## src/rtl/seg7_scan_ctrl.sv

```systemverilog
// Bus-writable multiplexed 7-segment controller with refresh divider,
// anti-ghosting blank window, leading-zero suppression and global blank.
module seg7_scan_ctrl #(
    parameter int DIGITS    = 8,
    parameter int SCAN_DIV  = 20000,
    parameter int BLANK_CYC = 200
) (
    input  logic              clk,
    input  logic              rst_i,
    input  logic              we_i,
    input  logic [1:0]        addr_i,
    input  logic [31:0]       wdata_i,
    output logic [31:0]       rdata_o,
    output logic [DIGITS-1:0] led_en_o,
    output logic [7:0]        led_c_o
);

    localparam int DW = (SCAN_DIV > 1) ? $clog2(SCAN_DIV) : 1;
    localparam int IW = (DIGITS > 1) ? $clog2(DIGITS) : 1;
    localparam logic [DW-1:0] DIV_MAX = DW'(SCAN_DIV - 1);
    localparam logic [IW-1:0] IDX_MAX = IW'(DIGITS - 1);
    localparam logic [DW-1:0] BLK_END = DW'(BLANK_CYC);

    logic [4*DIGITS-1:0] data_q;
    logic [DIGITS-1:0]   digen_q;
    logic [DIGITS-1:0]   dp_q;
    logic [1:0]          ctrl_q;
    logic [DW-1:0]       div_cnt;
    logic [IW-1:0]       idx;

    logic [DIGITS-1:0]   en_d;
    logic [7:0]          seg_d;
    logic [3:0]          cur_nib;
    logic                cur_dp;
    logic                cur_en;
    logic                cur_zero;
    logic                zero_acc;
    logic                supp;
    logic                off;

    function automatic logic [6:0] hex7(input logic [3:0] n);
        logic [6:0] s;
        unique case (n)
            4'h0: s = 7'b0000001;
            4'h1: s = 7'b1001111;
            4'h2: s = 7'b0010010;
            4'h3: s = 7'b0000110;
            4'h4: s = 7'b1001100;
            4'h5: s = 7'b0100100;
            4'h6: s = 7'b0100000;
            4'h7: s = 7'b0001111;
            4'h8: s = 7'b0000000;
            4'h9: s = 7'b0000100;
            4'hA: s = 7'b0001000;
            4'hB: s = 7'b1100000;
            4'hC: s = 7'b0110001;
            4'hD: s = 7'b1000010;
            4'hE: s = 7'b0110000;
            4'hF: s = 7'b0111000;
        endcase
        return s;
    endfunction

    // Walk digits from the top so zero_acc tells whether digit i and
    // everything above it is zero when digit i is the selected one.
    always_comb begin
        zero_acc = 1'b1;
        cur_nib  = '0;
        cur_dp   = 1'b0;
        cur_en   = 1'b0;
        cur_zero = 1'b0;
        en_d     = '1;
        for (int i = DIGITS - 1; i >= 0; i--) begin
            zero_acc = zero_acc & (data_q[4*i +: 4] == 4'h0);
            if (idx == IW'(i)) begin
                cur_nib  = data_q[4*i +: 4];
                cur_dp   = dp_q[i];
                cur_en   = digen_q[i];
                cur_zero = zero_acc;
                en_d[i]  = 1'b0;
            end
        end
        supp  = ctrl_q[0] & (idx != '0) & cur_zero & ~cur_dp;
        off   = (div_cnt < BLK_END) | ctrl_q[1] | ~cur_en | supp;
        seg_d = {hex7(cur_nib), ~cur_dp};
        if (off) begin
            en_d  = '1;
            seg_d = 8'hFF;
        end
    end

    always_comb begin
        rdata_o = '0;
        unique case (addr_i)
            2'd0: rdata_o[4*DIGITS-1:0] = data_q;
            2'd1: rdata_o[DIGITS-1:0]   = digen_q;
            2'd2: rdata_o[DIGITS-1:0]   = dp_q;
            2'd3: rdata_o[1:0]          = ctrl_q;
        endcase
    end

    always_ff @(posedge clk or negedge rst_i) begin
        if (!rst_i) begin
            data_q   <= '0;
            digen_q  <= '1;
            dp_q     <= '0;
            ctrl_q   <= '0;
            div_cnt  <= '0;
            idx      <= '0;
            led_en_o <= '1;
            led_c_o  <= 8'hFF;
        end else begin
            if (we_i) begin
                unique case (addr_i)
                    2'd0: data_q  <= wdata_i[4*DIGITS-1:0];
                    2'd1: digen_q <= wdata_i[DIGITS-1:0];
                    2'd2: dp_q    <= wdata_i[DIGITS-1:0];
                    2'd3: ctrl_q  <= wdata_i[1:0];
                endcase
            end
            if (div_cnt == DIV_MAX) begin
                div_cnt <= '0;
                idx     <= (idx == IDX_MAX) ? '0 : idx + 1'b1;
            end else begin
                div_cnt <= div_cnt + 1'b1;
            end
            led_en_o <= en_d;
            led_c_o  <= seg_d;
        end
    end

endmodule

```

## config.mk

```make
export PLATFORM = sky130hd
export DESIGN_NAME = seg7_scan_ctrl
export DESIGN_NICKNAME = d
export VERILOG_FILES = /design/src/rtl/seg7_scan_ctrl.sv
export SDC_FILE = /design/constraint.sdc
export NUM_CORES = 1
export LEC_CHECK = 0
export CORE_MARGIN = 10
export CORE_UTILIZATION = 53
export CTS_BUF_LIST = sky130_fd_sc_hd__clkbuf_4 sky130_fd_sc_hd__clkbuf_8
export DETAILED_ROUTE_END_ITERATION = 10
export PLACE_DENSITY = 0.81
export RECOVER_POWER = 25
export SYNTH_ARGS = -nofsm -noshare
export SYNTH_HDL_FRONTEND = slang
export SYNTH_SLANG_ARGS = --single-unit
```

## constraint.sdc

```tcl
create_clock -name clk -period 8 [get_ports clk]
set_input_delay 2.4 -clock clk [delete_from_list [all_inputs] [get_ports clk]]
set_output_delay 2.4 -clock clk [all_outputs]
set_load 0.1 [all_outputs]
```

==> impl_metrics.toml, run 1 <==
[global_routing]
grt_pass1_wl_um = 19300
track_usage_pct = 18.4
grt_pass1_vias = 3773
grt-ovfl-total = 0
antenna_found_initial = 0
grt_max_degree = 85

[yosys]
synth-seq-cells = 84
synthFlopType = "dfrtp_1"
syn_avg_cell_area_um2 = 10.7
yosysSeqAreaShare_pct = 46.2
synth_nets = 481
synthTopCellsByCount = "60 x dfrtp_1, 49 x mux2_2, 40 x nand2_1"
synth_edf_count = 0
yosys.area.top_type = "dfrtp_1"
synth.distinct_cells = 58
syn_area_mm2 = 0.00462
synth_warnings = 0
yosys-top-cells-area = "dfrtp_1 33%, dfstp_2 14%, mux2_2 12%"
ys_async_sr_fraction_pct = 100
syn_inst = 431
synth_top_area_share_pct = 32.5
synth_most_common_cell = "dfrtp_1"

[critical_path]
crit_path_cell_trace = "clkdlybuf4s50_1, nor2b_1, nand2_1, o21ai_0, buf_4"
worstSetupEndpoint = "rdata_o[7]"
max_stage_delay_ns = 0.77
r2r_setup_slack_ns = 4.32
crit_start = "addr_i[0]"
cp.required_ns = 5.60
cp_slowest_cell = "clkdlybuf4s50_1"
start_kind = "primary input"
reg2reg_to = "led_c_o[4]"
reg2reg_depth = 12
path_class = "in -> out"
crit_arrival_ns = 4.41
critPathMaxFanout = 15
rr_startpoint = "idx[2]"
end_kind = "output pin"

[sta]
maxSlewViolCount = 85
min_period_ns = 6.81
fin_skew_ns = 0.00920
slew_headroom_pct = -183
tns_ns = 0
holdWs_ns = 0.466
final_hold_viol_count = 0
tightest_slew_ns = 4.24
post-route-period-util_pct = 85.2
rsz0062_at_grt = "false"
setup_viol = 0
max_clock_freq_ghz = 0.147

[routing]
wire_per_inst_um = 19.4
antenna_left = 0
route.detailed.drc = 0
via_per_inst = 6.04
wl_um = 12000
drtPass1Iterations = 6
num_vias = 3731
drt-initial-drc-count = 394

[run_status]
status = "finished, violations left"
violations = "capacitance limit, slew limit"

[final_layout]
layout-area-overhead-vs-synth_pct = 21.6
drive_gt1_share_pct = 26.9
antenna_cells = 0
nets = 555

[floorplanning]
dieArea_mm2 = 0.0129
die_w_um = 113
die_height_um = 113
core-area_mm2 = 0.00859
initial_core_util_pct = 53.8
num_rows = 34
ios = 85

[flow_run]
maxCapViolations = 1

[clock_tree]
cts_tree = "yes"
root_buffer = "clkbuf_8"
path_clk_slew_ns = 0.09
cts_made_buffers = 9
postCtsSetupBuffers = 0
clock_latency_ns = 0.35
clk_path_buf_depth = 2
cts-htree-levels = 3
ctsHoldBuffers = 0
cts_resized = 0
cts.sinks = 84

[worst_hold_path]
hold_depth = 1
hold_path.class = "reg -> reg"

[placed_design]
place_hpwl_um = 8840
port_buffers = 84
place.gp.congestion = 0.938

[pwr]
vdd_drop_max_v = 0.000103
power_density_mw_per_mm2 = 212
leakage_uw = 0.00231
layout by cell type, fill, tap and decap left out, types with 6 or more instances in the layout:
cell and count:
dfrtp_1 60, clkdlybuf4s50_1 51, mux2_2 49, nand2_1 40, buf_4 34, and2_1 25
dfstp_2 24, o21ai_0 20, a21oi_1 20, nor2_1 15, inv_1 14, ha_1 13
mux2i_1 12, nand3_1 11, clkbuf_8 10, o22ai_1 9, nand3b_1 9, xnor2_1 7
nor2b_1 6, nor4_1 6, nor3_1 6
logic make-up after synthesis:
kind of cell	share of synthesized area, %
XOR/XNOR	2.28
AND/OR/NAND/NOR	17.9
buffers and inverters	3.98
multiplexers	15.5
adder cells (fa/ha/maj)	3.52
AO/OA/AOI/OAI	10.6
flip-flops	46.2
flip-flops by register name, summed over array words and instances, names as in the netlist:
signal    count
dp_q          8
data_q       32
led_en_o      8
idx           3
digen_q       8
ctrl_q        2
led_c_o       8
div_cnt      15
worst min-delay path by stage:
stage	from	end	slack, ns
global placement	div_cnt[0]	div_cnt[0]	0.44
detailed placement	div_cnt[0]	div_cnt[0]	0.45
floorplan	div_cnt[0]	div_cnt[0]	0.42
finish	div_cnt[0]	div_cnt[0]	0.47
global route	div_cnt[0]	div_cnt[0]	0.48
CTS	div_cnt[0]	div_cnt[0]	0.46
critical path, delay by kind of cell:
kind / cells / cell delay (ns)
buffers and inverters: 2 / 1.14
and+or+nand+nor: 2 / 0.68
AOI/OAI and AO/OA: 1 / 0.18
area by class of cell:
class | count | area, um^2
repair buffers | 86 | 769
fillers | 669 | 2980
clock inverters | 4 | 72.6
well taps | 108 | 135
flip-flops and latches | 84 | 2130
clock buffers | 12 | 153
inverters | 15 | 56.3
multi-input cells | 309 | 2300
routing by layer:
| layer | up-vias | share of wire (%) | GRT usage, % |
|---|---|---|---|
| met5 | - | 0 | 0 |
| met3 | 30 | 8.0 | 5.50 |
| li1 | 1687 | - | - |
| met2 | 176 | 53 | 32.4 |
| met4 | 0 | 1.8 | 5.50 |
| met1 | 1838 | 38 | 20.9 |
per-stage QoR:
step           cell area (um^2)  util [%]  setup WS, ns  std cells  total power, uW
2_1_floorplan              4620         -         0.578        431              754
3_3_place_gp               5400      62.8          1.28        602              845
3_5_place_dp               5400      62.8          1.24        602              854
4_1_cts                    5630      65.5          1.22        618             1190
5_1_grt                    5620      65.3          1.10        618             1230
6_report                   5620      65.3          1.19        618             1190
report_power, final:
part           total, uW  internal, uW  switching, uW
sequential           533           479           54.7
combinational        314           109            205
clock                342           191            151
total               1190           779            411
No activity file was read; power rests on OpenSTA's default activity.
==> run 2, diff against run 1 <==
==> config.mk (replaced) <==
export PLATFORM = sky130hd
export DESIGN_NAME = seg7_scan_ctrl
export DESIGN_NICKNAME = d
export VERILOG_FILES = /design/src/rtl/seg7_scan_ctrl.sv
export SDC_FILE = /design/constraint.sdc
export NUM_CORES = 1
export LEC_CHECK = 0
export CELL_PAD_IN_SITES_DETAIL_PLACEMENT = 0
export CELL_PAD_IN_SITES_GLOBAL_PLACEMENT = 1
export CORE_MARGIN = 10
export CORE_UTILIZATION = 44
export DETAILED_ROUTE_END_ITERATION = 10
export PLACE_DENSITY_LB_ADDON = 0.1
export RECOVER_POWER = 25
export SYNTH_ARGS = -nofsm -noshare
export SYNTH_HDL_FRONTEND = slang
export SYNTH_SLANG_ARGS = --single-unit
==> impl_metrics.toml, run 2 (same netlist as run 1, synthesis figures left out) <==
[run_status]
status = "finished, violations left"
violations = "capacitance limit, slew limit"

[final_layout]
top_regs = "data_q (32), div_cnt (15)"
final_cell_mix = "60 x dfrtp_1, 51 x clkdlybuf4s50_1, 49 x mux2_2"
layout_commonest_cell = "dfrtp_1"
fin_area_mm2 = 0.00561
nets = 556
fillers = 982
layout-area-overhead-vs-synth_pct = 21.4
drive_gt1_share_pct = 27.0
utilization_pct = 54.6
antenna_cells = 0
top_register = "data_q"
final_cells = 647
largest_reg_flops = 32

[critical_path]
critPathMaxFanout = 15
reg2reg_depth = 12
cp.required_ns = 5.60
end_kind = "output pin"
r2r_setup_slack_ns = 4.25
start_kind = "primary input"
crit_arrival_ns = 4.42
path_class = "in -> out"

[clock_tree]
path_clk_slew_ns = 0.09
cts-htree-levels = 3
cts_tree = "yes"
cts.sinks = 84
root_buffer = "clkbuf_8"
clock_latency_ns = 0.36
postCtsSetupBuffers = 0
ctsHoldBuffers = 0
cts_resized = 0
cts_made_buffers = 9
clk_path_buf_depth = 2

[placed_design]
dpl_cell_area_mm2 = 0.00544
port_buffers = 84
dp.cells = 631
place.gp.congestion = 0.825
place_hpwl_um = 9020

[routing]
antenna_left = 0
wire_per_inst_um = 18.4
drt-initial-drc-count = 244
wl_um = 11900
drtPass1Iterations = 4
route.detailed.drc = 0
num_vias = 3515
via_per_inst = 5.43

[global_routing]
antenna_found_initial = 0
grt_pass1_vias = 3637
grt_pass1_wl_um = 19300
track_usage_pct = 16.1
grt-ovfl-total = 0
grt_max_degree = 85

[sta]
maxSlewViolCount = 85
fin_skew_ns = 0.0146
tns_ns = 0
min_period_ns = 6.82
setup_viol = 0
max_clock_freq_ghz = 0.147
tightest_slew_ns = 4.37
post-route-period-util_pct = 85.3
holdWs_ns = 0.454
rsz0062_at_grt = "false"
final_hold_viol_count = 0
slew_headroom_pct = -192

[worst_hold_path]
hold_path.class = "reg -> reg"
hold_depth = 1

[floorplanning]
dieArea_mm2 = 0.0150
num_rows = 37
ios = 85
core-area_mm2 = 0.0103
initial_core_util_pct = 44.9
die_height_um = 122
die_w_um = 122

[pwr]
power_density_mw_per_mm2 = 199
vdd_drop_max_v = 0.000123
leakage_uw = 0.00229

[flow_run]
maxCapViolations = 1
==> run 2: changes by cell type in the layout (fill, tap and decap cells not counted), sizes merged <==
cell      previous run  this run
bufinv               2         0
clkbuf              13        10
inv                 15        17
clkinv               1         3
buf                 34        35
clkinvlp             1         2
==> run 2: metrics by stage <==
stage          worst slack (ns)  power [uW]
2_1_floorplan             0.578         754
3_3_place_gp               1.22         852
3_5_place_dp               1.20         857
4_1_cts                    1.20        1130
5_1_grt                    1.07        1170
6_report                   1.18        1120
==> run 2: routing by layer <==
metal | vias to the layer above | GRT usage (%) | part of all wire, % | wire length (um)
met5 | - | 0 | 0 | 0
met4 | 0 | 3.98 | 1.0 | 120
met3 | 12 | 4.18 | 5.6 | 671
met2 | 76 | 28.7 | 52 | 6160
met1 | 1739 | 19.0 | 41 | 4920
li1 | 1688 | - | - | -
==> run 2: area by class of cell <==
type	instances	area [um^2]	share of cell area (%)
clock buffers	9	124	2.21
clock inverters	7	51.3	0.915
inverters	15	56.3	1.00
multi-input cells	309	2300	41.0
flip-flops and latches	84	2130	38.0
well taps	136	170	3.03
repair buffers	87	777	13.9
==> run 2: worst paths after layout <==
path / from / to
setup / recovery: addr_i[0] / rdata_o[3]
hold / removal: div_cnt[0] / div_cnt[0]
setup reg to reg: idx[2] / led_c_o[6]
hold reg to reg: div_cnt[0] / div_cnt[0]
max in group asynchronous: rst_i / data_q[11]
min in group asynchronous: rst_i / data_q[15]
==> run 2: report_power, final <==
part	total, uW	leakage (uW)	switching (uW)	internal (uW)
Combinational	311	0.00122	202	109
Sequential	533	0.000987	54.9	479
Clock	272	0.0000860	158	114
Total	1120	0.00229	414	702
==> run 2: critical path: stages <==
cell             delay, ns
clkdlybuf4s50_1       0.79
nor2b_1               0.65
nand2_1               0.12
o21ai_0               0.12
buf_4                 0.33
==> run 3, diff against run 2 <==
==> config.mk (replaced) <==
export PLATFORM = sky130hd
export DESIGN_NAME = seg7_scan_ctrl
export DESIGN_NICKNAME = d
export VERILOG_FILES = /design/src/rtl/seg7_scan_ctrl.sv
export SDC_FILE = /design/constraint.sdc
export NUM_CORES = 1
export LEC_CHECK = 0
export CORE_MARGIN = 10
export CORE_UTILIZATION = 53
export DETAILED_ROUTE_END_ITERATION = 10
export PLACE_DENSITY = 0.81
export RECOVER_POWER = 25
export SYNTH_ARGS = -nofsm -noshare
export SYNTH_HDL_FRONTEND = slang
export SYNTH_SLANG_ARGS = --single-unit
==> impl_metrics.toml, run 3 (same netlist as run 1, synthesis figures left out) <==
[critical_path]
path_class = "in -> out"
cp.required_ns = 5.60
r2r_setup_slack_ns = 4.33
reg2reg_to = "led_c_o[3]"
end_kind = "output pin"
cp_slowest_cell = "clkdlybuf4s50_1"
max_stage_delay_ns = 0.85
crit_path_cell_trace = "clkdlybuf4s50_1, nor2b_1, nand2_1, o21ai_0, buf_4"
critPathMaxFanout = 15
start_kind = "primary input"
rr_startpoint = "idx[2]"
crit_arrival_ns = 4.42
crit_start = "addr_i[1]"
reg2reg_depth = 9
worstSetupEndpoint = "rdata_o[7]"

[routing]
via_per_inst = 5.95
drt-initial-drc-count = 334
route.detailed.drc = 0
antenna_left = 0
wire_per_inst_um = 19.3
num_vias = 3679
drtPass1Iterations = 8
wl_um = 11900

[floorplanning]
ios = 85
die_w_um = 113
initial_core_util_pct = 53.8
core-area_mm2 = 0.00859
dieArea_mm2 = 0.0129
die_height_um = 113
num_rows = 34

[sta]
final_hold_viol_count = 0
rsz0062_at_grt = "false"
post-route-period-util_pct = 85.3
tightest_slew_ns = 4.26
slew_headroom_pct = -184
fin_skew_ns = 0.0116
maxSlewViolCount = 85
max_clock_freq_ghz = 0.147
setup_viol = 0
min_period_ns = 6.82
tns_ns = 0

[global_routing]
grt-ovfl-total = 0
track_usage_pct = 18.4
grt_pass1_vias = 3779
antenna_found_initial = 0
grt_pass1_wl_um = 19200
grt_max_degree = 85

[final_layout]
layout-area-overhead-vs-synth_pct = 21.4
antenna_cells = 0
nets = 555
fillers = 670
top_register = "data_q"
drive_gt1_share_pct = 26.5
top_regs = "data_q (32), div_cnt (15)"
final_cell_mix = "60 x dfrtp_1, 51 x clkdlybuf4s50_1, 49 x mux2_2"
layout_commonest_cell = "dfrtp_1"
largest_reg_flops = 32

[pwr]
seq_power_share_pct = 45.1
power_switching_share_pct = 34.7
p_sw_uw = 410
clkPwrFrac_pct = 28.3
power_frac_comb_pct = 26.6
power_density_mw_per_mm2 = 211
power_uw = 1180
p_int_uw = 772
vdd_drop_max_v = 0.000103
leakage_uw = 0.00231

[clock_tree]
clock_latency_ns = 0.36
path_clk_slew_ns = 0.09
root_buffer = "clkbuf_8"
cts.sinks = 84
cts_made_buffers = 9
clk_path_buf_depth = 2
cts_resized = 0
postCtsSetupBuffers = 0
cts_tree = "yes"
cts-htree-levels = 3
ctsHoldBuffers = 0

[placed_design]
place.gp.congestion = 0.938
port_buffers = 84
place_hpwl_um = 8840

[run_status]
violations = "capacitance limit, slew limit"
status = "finished, violations left"

[flow_run]
maxCapViolations = 1

[worst_hold_path]
hold_path.class = "reg -> reg"
==> run 3: cell types whose count changed in the layout (fill, tap and decap cells not counted), sizes merged <==
cell,previous run,this run
bufinv,0,2
inv,17,15
clkbuf,10,13
buf,35,34
clkinv,3,1
clkinvlp,2,1
==> run 3: per-layer routing <==
layer  global-route usage (%)  up-vias  part of all wire, %  wire [um]
met2                     32.5      175                   53       6260
li1                         -     1686                    -          -
met1                     20.9     1793                   37       4460
met4                     5.50        0                  1.9        221
met3                     5.50       25                  8.2        976
met5                        0        -                    0          0
==> run 3: power groups by stage <==
stage / sequential, uW / combinational [uW] / clock [uW]
global route: 539 / 330 / 359
global placement: 538 / 307 / 0
CTS: 532 / 315 / 341
floorplan: 517 / 237 / 0
finish: 533 / 314 / 335
detailed placement: 540 / 314 / 0
==> run 3: critical path: cells and delay by family <==
kind | cells | cell delay, ns
compound gates | 1 | 0.17
buf+inv | 2 | 1.22
simple gates | 2 | 0.63
==> run 3: worst min-delay path by stage <==
stage | startpoint | to | slack, ns | cells after the start
floorplan | div_cnt[0] | div_cnt[0] | 0.42 | 1
global placement | div_cnt[0] | div_cnt[0] | 0.44 | 1
detailed placement | div_cnt[0] | div_cnt[0] | 0.45 | 1
CTS | div_cnt[0] | div_cnt[0] | 0.46 | 1
global route | div_cnt[0] | div_cnt[0] | 0.48 | 1
finish | div_cnt[0] | div_cnt[0] | 0.47 | 1
==> run 3: through the flow <==
step | setup WS (ns) | std cells | cell area [um^2] | hold WS, ns | util (%)
floorplan | 0.578 | 431 | 4620 | 0.424 | -
global placement | 1.28 | 602 | 5400 | 0.439 | 62.8
detailed placement | 1.24 | 602 | 5400 | 0.452 | 62.8
CTS | 1.22 | 618 | 5620 | 0.464 | 65.4
global route | 1.10 | 618 | 5610 | 0.479 | 65.3
finish | 1.18 | 618 | 5610 | 0.466 | 65.3
==> run 3: layout make-up <==
cell class	instances	area [um^2]	share of cell area, %
Tap cell	108	135	2.41
Timing Repair Buffer	86	769	13.7
Clock buffer	12	145	2.59
Clock inverter	4	72.6	1.29
Sequential cell	84	2130	38.0
Inverter	15	56.3	1.00
Multi-Input combinational cell	309	2300	41.0
